`config.mk`:
```
export PLATFORM = sky130hd
export DESIGN_NAME = mig_eval_seq_flat
export DESIGN_NICKNAME = d
export VERILOG_FILES = /design/src/rtl/mig_eval_seq_if.sv /design/src/rtl/mig_eval_seq.sv /design/src/flat_wrapper.sv
export SDC_FILE = /design/constraint.sdc
export NUM_CORES = 1
export LEC_CHECK = 0
export CAP_MARGIN = 0
export CORE_UTILIZATION = 45
export CTS_CLUSTER_SIZE = 30
export DETAILED_ROUTE_END_ITERATION = 12
export GPL_TIMING_DRIVEN = 0
export PLACE_DENSITY = 0.6
export RECOVER_POWER = 25
export SYNTH_ARGS = -nofsm -noshare
export SYNTH_HDL_FRONTEND = slang
export SYNTH_SLANG_ARGS = --single-unit
```
`constraint.sdc`:
```
create_clock -name clk -period 5.6 [get_ports clk]
set_clock_uncertainty 0.2 [all_clocks]
set_input_delay 1.12 -clock clk [delete_from_list [all_inputs] [get_ports clk]]
set_output_delay 1.12 -clock clk [all_outputs]
set_load 0.03 [all_outputs]
```
`src/rtl/mig_eval_seq_if.sv`:
```
// Handshake and configuration bundle for the majority-inverter-graph evaluator.
// The master side drives configuration, input vectors and the result-ready signal.
// The slave side (the evaluator) returns in_ready, the result and cfg_err.
interface mig_eval_seq_if #(
  parameter int NIN    = 7,
  parameter int NNODES = 8
);
  localparam int SELW = $clog2(NIN + NNODES + 1);
  localparam int AW   = $clog2(NNODES);
  localparam int LW   = $clog2(NNODES + 1);
  localparam int CW   = 3 * SELW + 3;

  logic          cfg_we;
  logic [AW-1:0] cfg_addr;
  logic [CW-1:0] cfg_data;
  logic          cfg_len_we;
  logic [LW-1:0] cfg_len;
  logic          cfg_oinv;
  logic          cfg_err;

  logic           in_valid;
  logic           in_ready;
  logic [NIN-1:0] in_x;

  logic out_valid;
  logic out_ready;
  logic out_bit;

  modport master (
    output cfg_we, cfg_addr, cfg_data, cfg_len_we, cfg_len, cfg_oinv,
    output in_valid, in_x, out_ready,
    input  cfg_err, in_ready, out_valid, out_bit
  );

  modport slave (
    input  cfg_we, cfg_addr, cfg_data, cfg_len_we, cfg_len, cfg_oinv,
    input  in_valid, in_x, out_ready,
    output cfg_err, in_ready, out_valid, out_bit
  );
endinterface

```
`src/rtl/mig_eval_seq.sv`:
```
// Sequential majority-inverter-graph evaluator.
// A small program of majority nodes is loaded while idle.  Each accepted input
// vector is then evaluated one node per clock, and the last node
// (optionally inverted) is returned over a valid/ready handshake.
module mig_eval_seq #(
  parameter int NIN    = 7,
  parameter int NNODES = 8
) (
  input  logic           clk,
  input  logic           rst_n,
  mig_eval_seq_if.slave  bus
);
  localparam int SELW = $clog2(NIN + NNODES + 1);
  localparam int AW   = $clog2(NNODES);
  localparam int LW   = $clog2(NNODES + 1);
  localparam int CW   = 3 * SELW + 3;

  typedef enum logic [1:0] {IDLE, EVAL, DONE} state_t;

  state_t            state_q;
  logic [AW-1:0]     ptr_q;
  logic [LW-1:0]     len_q;
  logic              oinv_q;
  logic [CW-1:0]     prog_q [NNODES];
  logic [NNODES-1:0] node_q;
  logic [NIN-1:0]    x_q;
  logic              out_valid_q;
  logic              out_bit_q;
  logic              cfg_err_q;

  logic          cfg_any;
  logic          in_ready;
  logic [CW-1:0] entry;
  logic          op_a, op_b, op_c, maj;
  logic [LW-1:0] len_m1;
  logic          last;
  logic          final_bit;
  logic [LW-1:0] len_clamp;
  logic          addr_ok;

  // Operand index: 0 is constant 0, then primary inputs, then nodes; anything past is 0.
  function automatic logic pick(input logic [SELW-1:0] sel,
                                input logic [NIN-1:0] xv,
                                input logic [NNODES-1:0] nv);
    logic r;
    r = 1'b0;
    for (int k = 0; k < NIN; k++)
      if (int'(sel) == k + 1) r = xv[k];
    for (int k = 0; k < NNODES; k++)
      if (int'(sel) == NIN + 1 + k) r = nv[k];
    return r;
  endfunction

  assign cfg_any       = bus.cfg_we | bus.cfg_len_we;
  assign in_ready      = (state_q == IDLE) && !cfg_any;
  assign bus.in_ready  = in_ready;
  assign bus.out_valid = out_valid_q;
  assign bus.out_bit   = out_bit_q;
  assign bus.cfg_err   = cfg_err_q;

  // Majority of the node under the pointer, plus decoded config and result helpers.
  always_comb begin
    // NOTE: every combinational output gets a default first so no path leaves it unassigned (no latch).
    entry     = prog_q[ptr_q];
    op_a      = pick(entry[SELW-1:0],        x_q, node_q) ^ entry[3*SELW];
    op_b      = pick(entry[2*SELW-1:SELW],   x_q, node_q) ^ entry[3*SELW+1];
    op_c      = pick(entry[3*SELW-1:2*SELW], x_q, node_q) ^ entry[3*SELW+2];
    maj       = (op_a & op_b) | (op_a & op_c) | (op_b & op_c);
    len_m1    = len_q - 1'b1;
    last      = (LW'(ptr_q) == len_m1);
    final_bit = (len_q == '0) ? oinv_q : (node_q[len_m1[AW-1:0]] ^ oinv_q);
    len_clamp = (int'(bus.cfg_len) > NNODES) ? LW'(NNODES) : bus.cfg_len;
    addr_ok   = (int'(bus.cfg_addr) < NNODES);
  end

  // Control FSM, program store, node registers and registered outputs.
  always_ff @(posedge clk or negedge rst_n) begin
    if (!rst_n) begin
      state_q     <= IDLE;
      ptr_q       <= '0;
      len_q       <= '0;
      oinv_q      <= 1'b0;
      node_q      <= '0;
      x_q         <= '0;
      out_valid_q <= 1'b0;
      out_bit_q   <= 1'b0;
      cfg_err_q   <= 1'b0;
      // NOTE: the program store is reset on purpose: after reset it must read as an empty program.
      for (int i = 0; i < NNODES; i++) prog_q[i] <= '0;
    end else begin
      // NOTE: non-blocking assignments throughout, so every read sees the pre-edge value.
      cfg_err_q <= 1'b0;
      case (state_q)
        IDLE: begin
          if (bus.cfg_we) begin
            if (addr_ok) prog_q[bus.cfg_addr] <= bus.cfg_data;
            else         cfg_err_q <= 1'b1;
          end
          if (bus.cfg_len_we) begin
            len_q  <= len_clamp;
            oinv_q <= bus.cfg_oinv;
          end
          if (bus.in_valid && in_ready) begin
            x_q     <= bus.in_x;
            node_q  <= '0;
            ptr_q   <= '0;
            state_q <= (len_q != '0) ? EVAL : DONE;
          end
        end
        EVAL: begin
          if (cfg_any) cfg_err_q <= 1'b1;
          node_q[ptr_q] <= maj;
          if (last) state_q <= DONE;
          else      ptr_q   <= ptr_q + 1'b1;
        end
        DONE: begin
          if (cfg_any) cfg_err_q <= 1'b1;
          // The first DONE cycle publishes the result; later cycles wait for the consumer.
          if (!out_valid_q) begin
            out_valid_q <= 1'b1;
            out_bit_q   <= final_bit;
          end else if (bus.out_ready) begin
            out_valid_q <= 1'b0;
            state_q     <= IDLE;
          end
        end
        default: state_q <= IDLE;
      endcase
    end
  end
endmodule
```
`src/flat_wrapper.sv`:
```
// flat-port wrapper written by rule: the top's interface ports become plain ports
module mig_eval_seq_flat 
#(
  parameter int NIN    = 7,
  parameter int NNODES = 8
)
  (clk, rst_n, bus_cfg_we, bus_cfg_addr, bus_cfg_data, bus_cfg_len_we, bus_cfg_len, bus_cfg_oinv, bus_in_valid, bus_in_x, bus_out_ready, bus_cfg_err, bus_in_ready, bus_out_valid, bus_out_bit);
  mig_eval_seq_if #(.NIN(NIN), .NNODES(NNODES)) bus_i ();
  input  logic clk;
  input  logic rst_n;
  input wire logic [$bits(bus_i.cfg_we)-1:0] bus_cfg_we;
  input wire logic [$bits(bus_i.cfg_addr)-1:0] bus_cfg_addr;
  input wire logic [$bits(bus_i.cfg_data)-1:0] bus_cfg_data;
  input wire logic [$bits(bus_i.cfg_len_we)-1:0] bus_cfg_len_we;
  input wire logic [$bits(bus_i.cfg_len)-1:0] bus_cfg_len;
  input wire logic [$bits(bus_i.cfg_oinv)-1:0] bus_cfg_oinv;
  input wire logic [$bits(bus_i.in_valid)-1:0] bus_in_valid;
  input wire logic [$bits(bus_i.in_x)-1:0] bus_in_x;
  input wire logic [$bits(bus_i.out_ready)-1:0] bus_out_ready;
  output wire logic [$bits(bus_i.cfg_err)-1:0] bus_cfg_err;
  output wire logic [$bits(bus_i.in_ready)-1:0] bus_in_ready;
  output wire logic [$bits(bus_i.out_valid)-1:0] bus_out_valid;
  output wire logic [$bits(bus_i.out_bit)-1:0] bus_out_bit;
  assign bus_i.cfg_we = bus_cfg_we;
  assign bus_i.cfg_addr = bus_cfg_addr;
  assign bus_i.cfg_data = bus_cfg_data;
  assign bus_i.cfg_len_we = bus_cfg_len_we;
  assign bus_i.cfg_len = bus_cfg_len;
  assign bus_i.cfg_oinv = bus_cfg_oinv;
  assign bus_i.in_valid = bus_in_valid;
  assign bus_i.in_x = bus_in_x;
  assign bus_i.out_ready = bus_out_ready;
  assign bus_cfg_err = bus_i.cfg_err;
  assign bus_in_ready = bus_i.in_ready;
  assign bus_out_valid = bus_i.out_valid;
  assign bus_out_bit = bus_i.out_bit;
  mig_eval_seq #(.NIN(NIN), .NNODES(NNODES)) u_core (.clk(clk), .rst_n(rst_n), .bus(bus_i));
endmodule
```
==> metrics, run 1 <==
Cell Count, Final, Fillers Out 905; RSZ-0062 raised after global routing false; Layout Nets 714; HP Class flip-flop to flip-flop; syn_nets 655; Post-synth EDFFs 0; CP peak stage delay 0.71 ns; critical path launch point type primary input; Post-Synth Adder-Cell Area 0.967%; Setup WS pre-CTS 1.57 ns; gr ovfl total 0; Final setup violation count 0; CTS Buf Count 17; largest family of logic cells by synthesized area multiplexers; Setup Fix Bufs, Post-CTS 0; number of synthesized register bits 148; Compound-Gate Fraction of Synth Area 9.51%; Post-Syn Area 7760 um^2; RD Place Congestion 0.842; slowest CP cell clkdlybuf4s50_1; min Tclk post-route 3.97 ns; ANT cells 0; Seq/Total Area, Yosys 47.7%; die extent in y 133 um; CP arrival 2.65 ns; placed insts 873; syn avg cell area 12.7 um^2; cts hold-fix bufs 0; status complete, but fails checks; XOR/XNOR Fraction of Synth Area 0.661%; num rows 47; multiplexer share of the synthesized area 30.3%; Area contributors post-synth dfrtp_1 (48%), mux2_2 (19%), mux4_2 (5.5%); clk_lat worst skew 0.43 ns; worst path cell trace dlygate4sd3_1 > nor3_1 > clkdlybuf4s50_1; synth cell count leaders dfrtp_1 (148), mux2_2 (134), mux2i_1 (36), o21ai_0 (30), nand2_1 (26); htree depth 4; first-pass GRT wire length 30300 um; Port-buffer cells 39; core area 16700 um^2; LEAKAGE 3.71 nW; Hold Fails Final Rpt 0; final worst slack 1.63 ns; r2r setup slk 1.67 ns; simple-gate share of the synthesized area 8.11%; Synth cell types 63; Critical Path Source bus_cfg_we; Syn. warnings 0; maximum clock rate 252 MHz; clk root buf clkbuf_16; largest net degree at the start of global routing 106; violated checks capacitance limit, slew limit; ys async rst share 100%; Max Buffers Root-to-Sink 2; GRT Total Usage 22.5%; DR WL/cell 20.8 um; main flop type after synthesis dfrtp_1; antenna violations before repair 0; DR vias/cell 5.94; layout cell share with drive strength beyond 1 31.1%; fill count 1429; Starting Density 46.5%; Worst EP required 4.28 ns; Overall Power 5.87 mW; vias in the first global route 5446; relative slew slack -72.8%; Max Cap Viol 1; Worst-Margin Slew 2.59 ns; Reg2Reg Depth 12; leading area contributor after synthesis dfrtp_1; Area Growth Syn to Fin 16.7%; Pre-Repair DR Iteration Count 5; Max IR drop VDD 0.000339 V; post-layout util 54.2%; io pins 40; clk sinks 148; worst setup path endpoint bus_in_ready; TritonCTS clock tree yes; post_cts resized 0; Die Wd 133 um; Pwr per Cell Area 648 nW/um^2; via count 5373; RR Endpoint u_core.node_q[5]; count leader, synth dfrtp_1; Slew Limit Fails 44; Reg-to-Reg Start u_core.ptr_q[0]; hpwl dp 13000 um; Reg clk slew, reported paths 0.06 ns; fin crit share 70.9%; critical path class primary input to output pin; DRC viols 0; First DRT Iteration DRCs 348; ANT nets after route 0; critical path peak fanout 4; cell count after synthesis 613; top cell type's share of synthesized area 47.7%; Setup crit end kind output pin; Routed WL 18800 um; worst hold slack 0.295 ns; die area 17800 um^2
[per-stage QoR]
stage	setup TNS [ns]	cell area, um^2
floorplan	0	7760
global placement	-381.68	8430
detailed placement	0	8450
CTS	0	9060
global route	0	9050
finish	0	9050
[flip-flops by register name (all words and copies together) (netlist names)]
name	flops
u_core.oinv_q	1
u_core.node_q	8
u_core.prog_q	120
u_core.bus.out_bit	1
u_core.state_q	2
u_core.bus.cfg_err	1
u_core.x_q	7
u_core.ptr_q	3
u_core.len_q	4
u_core.bus.out_valid	1
[where the power goes]
group	internal, mW	total, mW	switching [mW]
combinational	1.29	2.76	1.47
clock	0.707	1.18	0.473
sequential	1.59	1.93	0.344
total	3.58	5.87	2.29
[worst max-delay path, delay by kind of cell]
kind | cells | cell delay (ns)
buffers and inverters | 2 | 1.30
AND/OR/NAND/NOR | 1 | 0.23
[cell type report]
type                    count  area (um^2)  share of cell area [%]
clock inverters            14          178                    1.96
clock buffers              18          429                    4.74
inverters                  12         45.0                   0.498
plain buffers              30          164                    1.81
multi-input cells         423         3850                    42.5
well taps                 220          275                    3.04
flip-flops and latches    148         3700                    40.9
repair buffers             40          412                    4.55
[worst min path at each step]
stage / startpoint / end / cells after the start
6_report: u_core.bus.out_bit / u_core.bus.out_bit / 2
3_3_place_gp: u_core.bus.out_bit / u_core.bus.out_bit / 2
3_5_place_dp: u_core.bus.out_bit / u_core.bus.out_bit / 2
5_1_grt: u_core.prog_q[42] / u_core.prog_q[42] / 1
4_1_cts: u_core.bus.out_bit / u_core.bus.out_bit / 2
2_1_floorplan: u_core.prog_q[105] / u_core.prog_q[105] / 1
[cells by family (layout without fill, tap and decap cells)]
logic type               count (synthesis)  after routing
buffers and inverters                   42            114
AO/OA/AOI/OAI                          106            106
XOR/XNOR                                 5              5
adder cells (fa/ha/maj)                  6              6
AND/OR/NAND/NOR                        114            114
flip-flops                             148            148
multiplexers                           192            192
[layout by cell type (no fill, tap or decap), types with 5 or more instances in the layout]
cell type	n
nor3_1	11
inv_1	12
nand2_1	26
a21oi_1	9
nand2b_1	12
a21boi_0	6
mux2_2	134
nor2_1	19
clkdlybuf4s50_1	37
mux2i_1	36
o221ai_1	6
nand3_1	11
o31ai_1	6
mux4_2	19
ha_1	6
buf_4	8
o21ai_0	30
o211ai_1	13
dfrtp_1	148
buf_2	5
clkbuf_16	17
clkbuf_1	17
[per-layer routing]
metal	part of all wire, %	routed length, um	GRT usage (%)
met5	0	0	0
met4	1.2	226	6.38
met3	4.2	791	4.72
met2	48	9070	36.2
met1	46	8700	30.7
No activity file was read; power rests on OpenSTA's default activity.
==> inputs of run 2 (changes only) <==
==> constraint.sdc (replaced) <==
create_clock -name clk -period 3.9 [get_ports clk]
set_clock_uncertainty 0.2 [all_clocks]
set_input_delay 0.78 -clock clk [delete_from_list [all_inputs] [get_ports clk]]
set_output_delay 0.78 -clock clk [all_outputs]
set_load 0.03 [all_outputs]
==> run 2 against run 1 <==
Against the previous run:
- the flow still finishes with violations (capacitance limit, slew limit)
- worst setup slack lost 1.5 ns
- highest routed layer unchanged
- design area rose by 0.17%
- critical path depth up 9
- final cell count is 0.11% higher
- die area unchanged
- combinational power up 48%
- largest power group unchanged
- power rose by 46%
- register-to-register slack lost 1.5 ns
- critical path type is now flip-flop to flip-flop
- count of clock-buffer cells in the layout is the same
==> metrics, run 2 (same netlist as run 1, synthesis figures left out) <==
via count 5368 (was 5373); htree depth 4 (unchanged); DR WL/cell 20.8 um (about the same); Max Cap Viol 1 (unchanged); Hold Fails Final Rpt 0 (unchanged); commonest non-fill, non-tap cell in the layout dfrtp_1 (unchanged); antenna violations before repair 0 (unchanged); setup_tns 0 ns (unchanged); Port-buffer cells 39 (unchanged); worst path bufs/invs 4 (was 2); GRT Total Usage 22.5% (unchanged); num rows 47 (unchanged); Routed WL 18900 um (was 18800 um); CTS Buf Count 17 (unchanged); critical path peak fanout 10 (was 4); First DRT Iteration DRCs 354 (was 348); slowest CP cell dfrtp_1 (was clkdlybuf4s50_1); Placed Area 8450 um^2 (unchanged); delay-heaviest family, CP compound AO/OA/AOI/OAI gates (was buffers and inverters); Die Wd 133 um (unchanged); sequential share of power 32.4% (was 32.9%); Setup crit end kind flip-flop (was output pin); DRC viols 0 (unchanged); met2 WL 9150 um (was 9070 um); Worst EP required 4.03 ns (was 4.28 ns); Max Buffers Root-to-Sink 2 (unchanged); first-pass GRT wire length 30300 um (unchanged); gr ovfl total 0 (unchanged); min Tclk post-route 3.73 ns; cts hold-fix bufs 0 (unchanged); final worst slack 0.165 ns (was 1.63 ns); clk_lat worst skew 0.43 ns (about the same); maximum clock rate 268 MHz; WL met3 724 um (was 791 um); CP peak stage delay 0.43 ns (was 0.71 ns); violated checks capacitance limit, slew limit (unchanged); met1 WL 8760 um (was 8700 um); die extent in y 133 um (unchanged); Area Growth Syn to Fin 16.9% (was 16.7%); top routing layer in use met4 (unchanged); fin crit share 95.8%; relative slew slack -66.8% (was -72.8%); Hold Crit Depth 2 (unchanged); Reg clk slew, reported paths 0.07 ns (was 0.06 ns); RSZ-0062 raised after global routing false (unchanged); Starting Density 46.5% (unchanged); HP Class flip-flop to flip-flop (unchanged); Pint 5.23 mW (was 3.58 mW); TritonCTS clock tree yes (unchanged); RD Place Congestion 0.842 (unchanged); critical path class flip-flop to flip-flop (was primary input to output pin); NetSw 3.33 mW (was 2.29 mW); status complete, but fails checks (unchanged); clk root buf clkbuf_16 (unchanged); ANT nets after route 0 (unchanged); DR vias/cell 5.92 (was 5.94); stages on the worst setup path 12 (was 3); Clock Power Share 19.8% (was 20.1%); largest net degree at the start of global routing 106 (unchanged); worst path cell trace buf_4 > buf_4 > buf_2 > buf_4 > mux4_2 > o211ai_2 > mux2i_1 > mux2i_1 > o31ai_1 > o211a_1 > o21ai_0 > o221ai_1 (was dlygate4sd3_1 > nor3_1 > clkdlybuf4s50_1); vias in the first global route 5446 (unchanged); Final setup violation count 0 (unchanged); hpwl dp 13000 um (unchanged); CP arrival 3.87 ns (was 2.65 ns); LEAKAGE 3.71 nW (about the same); core area 16700 um^2 (unchanged); Worst-Margin Slew 2.50 ns (was 2.59 ns); Max IR drop VDD 0.000485 V (was 0.000339 V); die area 17800 um^2 (unchanged); Layout Cell Area excl Fill 9070 um^2 (was 9050 um^2); Comb power frac 47.8% (was 47.0%); post-layout util 54.3% (was 54.2%); Regs by FF count u_core.prog_q x120, u_core.node_q x8, u_core.x_q x7 (unchanged); Layout Nets 715 (was 714); r2r setup slk 0.17 ns (was 1.67 ns); clk sinks 148 (unchanged); commonest cells after routing, fill and taps aside dfrtp_1 (148), mux2_2 (134), clkdlybuf4s50_1 (37) (unchanged); ANT cells 0 (unchanged); Slew Limit Fails 45 (was 44); io pins 40 (unchanged); layout cell share with drive strength beyond 1 31.6% (was 31.1%); Reg2Reg Depth 12 (unchanged); Pre-Repair DR Iteration Count 5 (unchanged); critical path launch point type flip-flop (was primary input); most used cell, CP buf_4; fill count 1432 (was 1429); max reg flops 120 (unchanged); Sw Share 38.9% (was 39.0%); Pwr per Cell Area 944 nW/um^2 (was 648 nW/um^2); Setup WS pre-CTS 0.0635 ns (was 1.57 ns); Largest Register u_core.prog_q (unchanged)
-- run 2: cell count changes in the layout (fill, tap and decap cells not counted), sizes merged --
cell / delta
buf: +1
-- run 2: per-layer routing --
metal	vias to the layer above	track usage [%]
met4	0	6.38
met1	2781	30.7
li1	2426	-
met3	24	4.72
met5	-	0
met2	137	36.2
-- run 2: final timing paths --
path,start,to
setup / recovery,u_core.ptr_q[1],u_core.node_q[5]
hold / removal,u_core.bus.out_bit,u_core.bus.out_bit
setup reg to reg,u_core.ptr_q[1],u_core.node_q[5]
hold reg to reg,u_core.bus.out_bit,u_core.bus.out_bit
max in group asynchronous,rst_n,u_core.prog_q[89]
min in group asynchronous,rst_n,u_core.prog_q[80]
-- run 2: timing repair --
| action | CTS | global route |
|---|---|---|
| hold endpoints to repair | 0 | 0 |
| endpoints found under the setup margin | 0 | 8 |
| resized for setup | 0 | 4 |
| setup buffers | 0 | 1 |
-- run 2: layout make-up --
cell class / count / area [um^2] / share of cell area [%]
multi-input cells: 423 / 3870 / 42.7
flip-flops and latches: 148 / 3700 / 40.8
clock buffers: 18 / 429 / 4.73
repair buffers: 41 / 403 / 4.44
well taps: 220 / 275 / 3.04
clock inverters: 14 / 178 / 1.96
plain buffers: 30 / 164 / 1.81
inverters: 12 / 45.0 / 0.497
-- run 2: power by group through the flow --
stage	clock network, mW	registers [mW]	logic, mW
after global routing	1.80	2.87	4.38
after floorplan	0	2.62	3.03
after detailed placement	0	2.78	3.91
final	1.70	2.77	4.09
after CTS	1.73	2.76	3.93
after global placement	0	2.74	3.77
-- run 2: worst min-delay path: stages (launching register included) --
cell and delay, ns:
dfrtp_1 0.35, nand2_1 0.05, o21ai_0 0.06
-- run 2: through the flow --
step                      cells  power, mW  hold WS [ns]
after global placement      872       6.51         0.277
after floorplan             613       5.65         0.270
after detailed placement    873       6.69         0.280
after global routing        906       9.05         0.315
final                       906       8.56         0.295
after CTS                   905       8.42        0.0879
==> inputs of run 3 (changes only) <==
--- a/config.mk
+++ b/config.mk
@@ -5,11 +5,12 @@
 export SDC_FILE = /design/constraint.sdc
 export NUM_CORES = 1
 export LEC_CHECK = 0
-export CAP_MARGIN = 0
+export CAP_MARGIN = 20
 export CORE_UTILIZATION = 45
 export CTS_CLUSTER_SIZE = 30
 export DETAILED_ROUTE_END_ITERATION = 12
 export GPL_TIMING_DRIVEN = 0
+export MAX_ROUTING_LAYER = met4
 export PLACE_DENSITY = 0.6
 export RECOVER_POWER = 25
 export SYNTH_ARGS = -nofsm -noshare
==> constraint.sdc (replaced) <==
create_clock -name clk -period 4.4 [get_ports clk]
set_clock_uncertainty 0.2 [all_clocks]
set_input_delay 0.88 -clock clk [delete_from_list [all_inputs] [get_ports clk]]
set_output_delay 0.88 -clock clk [all_outputs]
set_load 0.03 [all_outputs]
==> run 3 against run 2 <==
Against the previous run:
- power down 13%
- sequential power down 12%
- design area down 0.17%
- the flow still finishes with violations (capacitance limit, slew limit)
- die area unchanged
- highest routed layer unchanged
- flip-flop and latch count unchanged
- combinational power down 14%
- global-route usage up 0.66 points
- final cell count down 0.11%
- hold slack about the same
- via count down 0.30%
- first-iteration DRC count down 4.5%
==> metrics, run 3 (same netlist as run 1, synthesis figures left out) <==
status complete, but fails checks (unchanged); violated checks capacitance limit, slew limit (unchanged); DR vias/cell 5.91 (was 5.92); gr ovfl total 0 (unchanged); RSZ-0062 raised after global routing false (unchanged); Hold Fails Final Rpt 0 (unchanged); Setup Fix Bufs, Post-CTS 0 (unchanged); sequential share of power 32.9% (was 32.4%); die extent in y 133 um (unchanged); maximum clock rate 256 MHz (was 268 MHz); relative slew slack -76.1% (was -66.8%); via count 5352 (was 5368); RD Place Congestion 0.855 (was 0.842); Pre-Repair DR Iteration Count 5 (unchanged); max reg flops 120 (unchanged); critical path peak fanout 10 (unchanged); worst hold slack 0.295 ns (about the same); htree depth 4 (unchanged); critical path launch point type flip-flop (unchanged); num rows 47 (unchanged); hpwl dp 13000 um (unchanged); Max Buffers Root-to-Sink 2 (unchanged); ANT nets after route 0 (unchanged); min Tclk post-route 3.90 ns (was 3.73 ns); CP arrival 4.03 ns (was 3.87 ns); clk_lat worst skew 0.42 ns (was 0.43 ns); commonest non-fill, non-tap cell in the layout dfrtp_1 (unchanged); commonest cells after routing, fill and taps aside dfrtp_1 (148), mux2_2 (134), clkdlybuf4s50_1 (37) (unchanged); Layout Nets 714 (was 715); Final setup violation count 0 (unchanged); Max Cap Viol 1 (unchanged); vias in the first global route 5456 (was 5446); first-pass GRT wire length 30200 um (was 30300 um); Largest Register u_core.prog_q (unchanged); placed insts 873 (unchanged); GRT Total Usage 23.1% (was 22.5%); Reg clk slew, reported paths 0.07 ns (about the same); Pint 4.56 mW (was 5.23 mW); Regs by FF count u_core.prog_q x120, u_core.node_q x8, u_core.x_q x7 (unchanged); grt peak-use layer met2 (unchanged); layout cell share with drive strength beyond 1 31.1% (was 31.6%); met3 Track Usage GR 4.72% (unchanged); antenna violations before repair 0 (unchanged); Routed WL 18800 um (was 18900 um); Worst-Margin Slew 2.64 ns (was 2.50 ns); Comb power frac 47.0% (was 47.8%); core area 16700 um^2 (unchanged); clk sinks 148 (unchanged); GR Util met1 30.6% (was 30.7%); CTS Buf Count 17 (unchanged); Slew Limit Fails 44 (was 45); Setup crit end kind flip-flop (unchanged); First DRT Iteration DRCs 338 (was 354); DRC viols 0 (unchanged); DR WL/cell 20.8 um (about the same); cts hold-fix bufs 0 (unchanged); Pwr per Cell Area 823 nW/um^2 (was 944 nW/um^2); Cell Count, Final, Fillers Out 905 (was 906); Sw Share 38.9% (about the same); Area Growth Syn to Fin 16.7% (was 16.9%); post_cts resized 0 (unchanged); M2 GR Usage 36.1% (was 36.2%); HP Class flip-flop to flip-flop (unchanged); io pins 40 (unchanged); Placed Area 8450 um^2 (unchanged); critical path class flip-flop to flip-flop (unchanged); Starting Density 46.5% (unchanged); Die Wd 133 um (unchanged); Port-buffer cells 39 (unchanged); NetSw 2.90 mW (was 3.33 mW); LEAKAGE 3.71 nW (about the same); clk root buf clkbuf_16 (unchanged); largest net degree at the start of global routing 106 (unchanged); ANT cells 0 (unchanged); Clock Power Share 20.1% (was 19.8%); Max IR drop VDD 0.000425 V (was 0.000485 V); Layout Cell Area excl Fill 9050 um^2 (was 9070 um^2); Worst EP required 4.53 ns (was 4.03 ns); die area 17800 um^2 (unchanged); fin crit share 88.6% (was 95.8%); TritonCTS clock tree yes (unchanged)
==> run 3: cell count changes in the layout (fill, tap and decap cells not counted), sizes merged <==
cell,change
buf,-1
==> run 3: power by group through the flow <==
stage / Sequential (mW) / Clock [mW] / Combinational (mW)
after floorplan: 2.33 / 0 / 2.68
after global placement: 2.43 / 0 / 3.34
after detailed placement: 2.47 / 0 / 3.46
after CTS: 2.45 / 1.53 / 3.48
after global routing: 2.54 / 1.59 / 3.77
final: 2.45 / 1.50 / 3.50
==> run 3: per-stage QoR <==
step                      TNS [ns]  setup WS [ns]  util, %  total power [mW]
after floorplan                  0           1.28        -              5.01
after global placement     -523.76          -3.55     50.4              5.77
after detailed placement         0          0.564     50.6              5.93
after CTS                        0          0.552     54.3              7.47
after global routing             0          0.218     54.2              7.91
final                            0          0.500     54.2              7.45
==> run 3: critical path, cell delays in order (launching register included) <==
cell      delay (ns)
dfrtp_1         0.46
buf_4           0.22
buf_6           0.17
inv_1           0.14
clkbuf_1        0.45
o32ai_1         0.20
nor2_1          0.53
o21ai_0         0.26
o211ai_1        0.17
nand4b_1        0.11
o22ai_1         0.50
o21ai_0         0.20
o221ai_1        0.21
==> run 3: path summary, 6_finish.rpt <==
check	from	end	slack, ns	cells past startpoint
setup reg to reg	u_core.ptr_q[0]	u_core.node_q[5]	0.50	12
max in group asynchronous	rst_n	u_core.prog_q[106]	1.41	1
setup / recovery	u_core.ptr_q[0]	u_core.node_q[5]	0.50	12
hold / removal	u_core.bus.out_bit	u_core.bus.out_bit	0.30	2
hold reg to reg	u_core.bus.out_bit	u_core.bus.out_bit	0.30	2
min in group asynchronous	rst_n	u_core.prog_q[80]	1.08	1
==> run 3: area by class of cell <==
| class | instances | area [um^2] |
|---|---|---|
| fillers | 1429 | 7650 |
| repair buffers | 40 | 412 |
| well taps | 220 | 275 |
| clock inverters | 14 | 178 |
| inverters | 12 | 45.0 |
| multi-input cells | 423 | 3850 |
| flip-flops and latches | 148 | 3700 |
| clock buffers | 18 | 429 |
| plain buffers | 30 | 164 |
==> run 3: layer usage <==
layer | routed length [um] | part of all wire [%]
met4 | 245 | 1.3
met1 | 8620 | 46
met5 | 0 | 0
met2 | 9160 | 49
met3 | 770 | 4.1
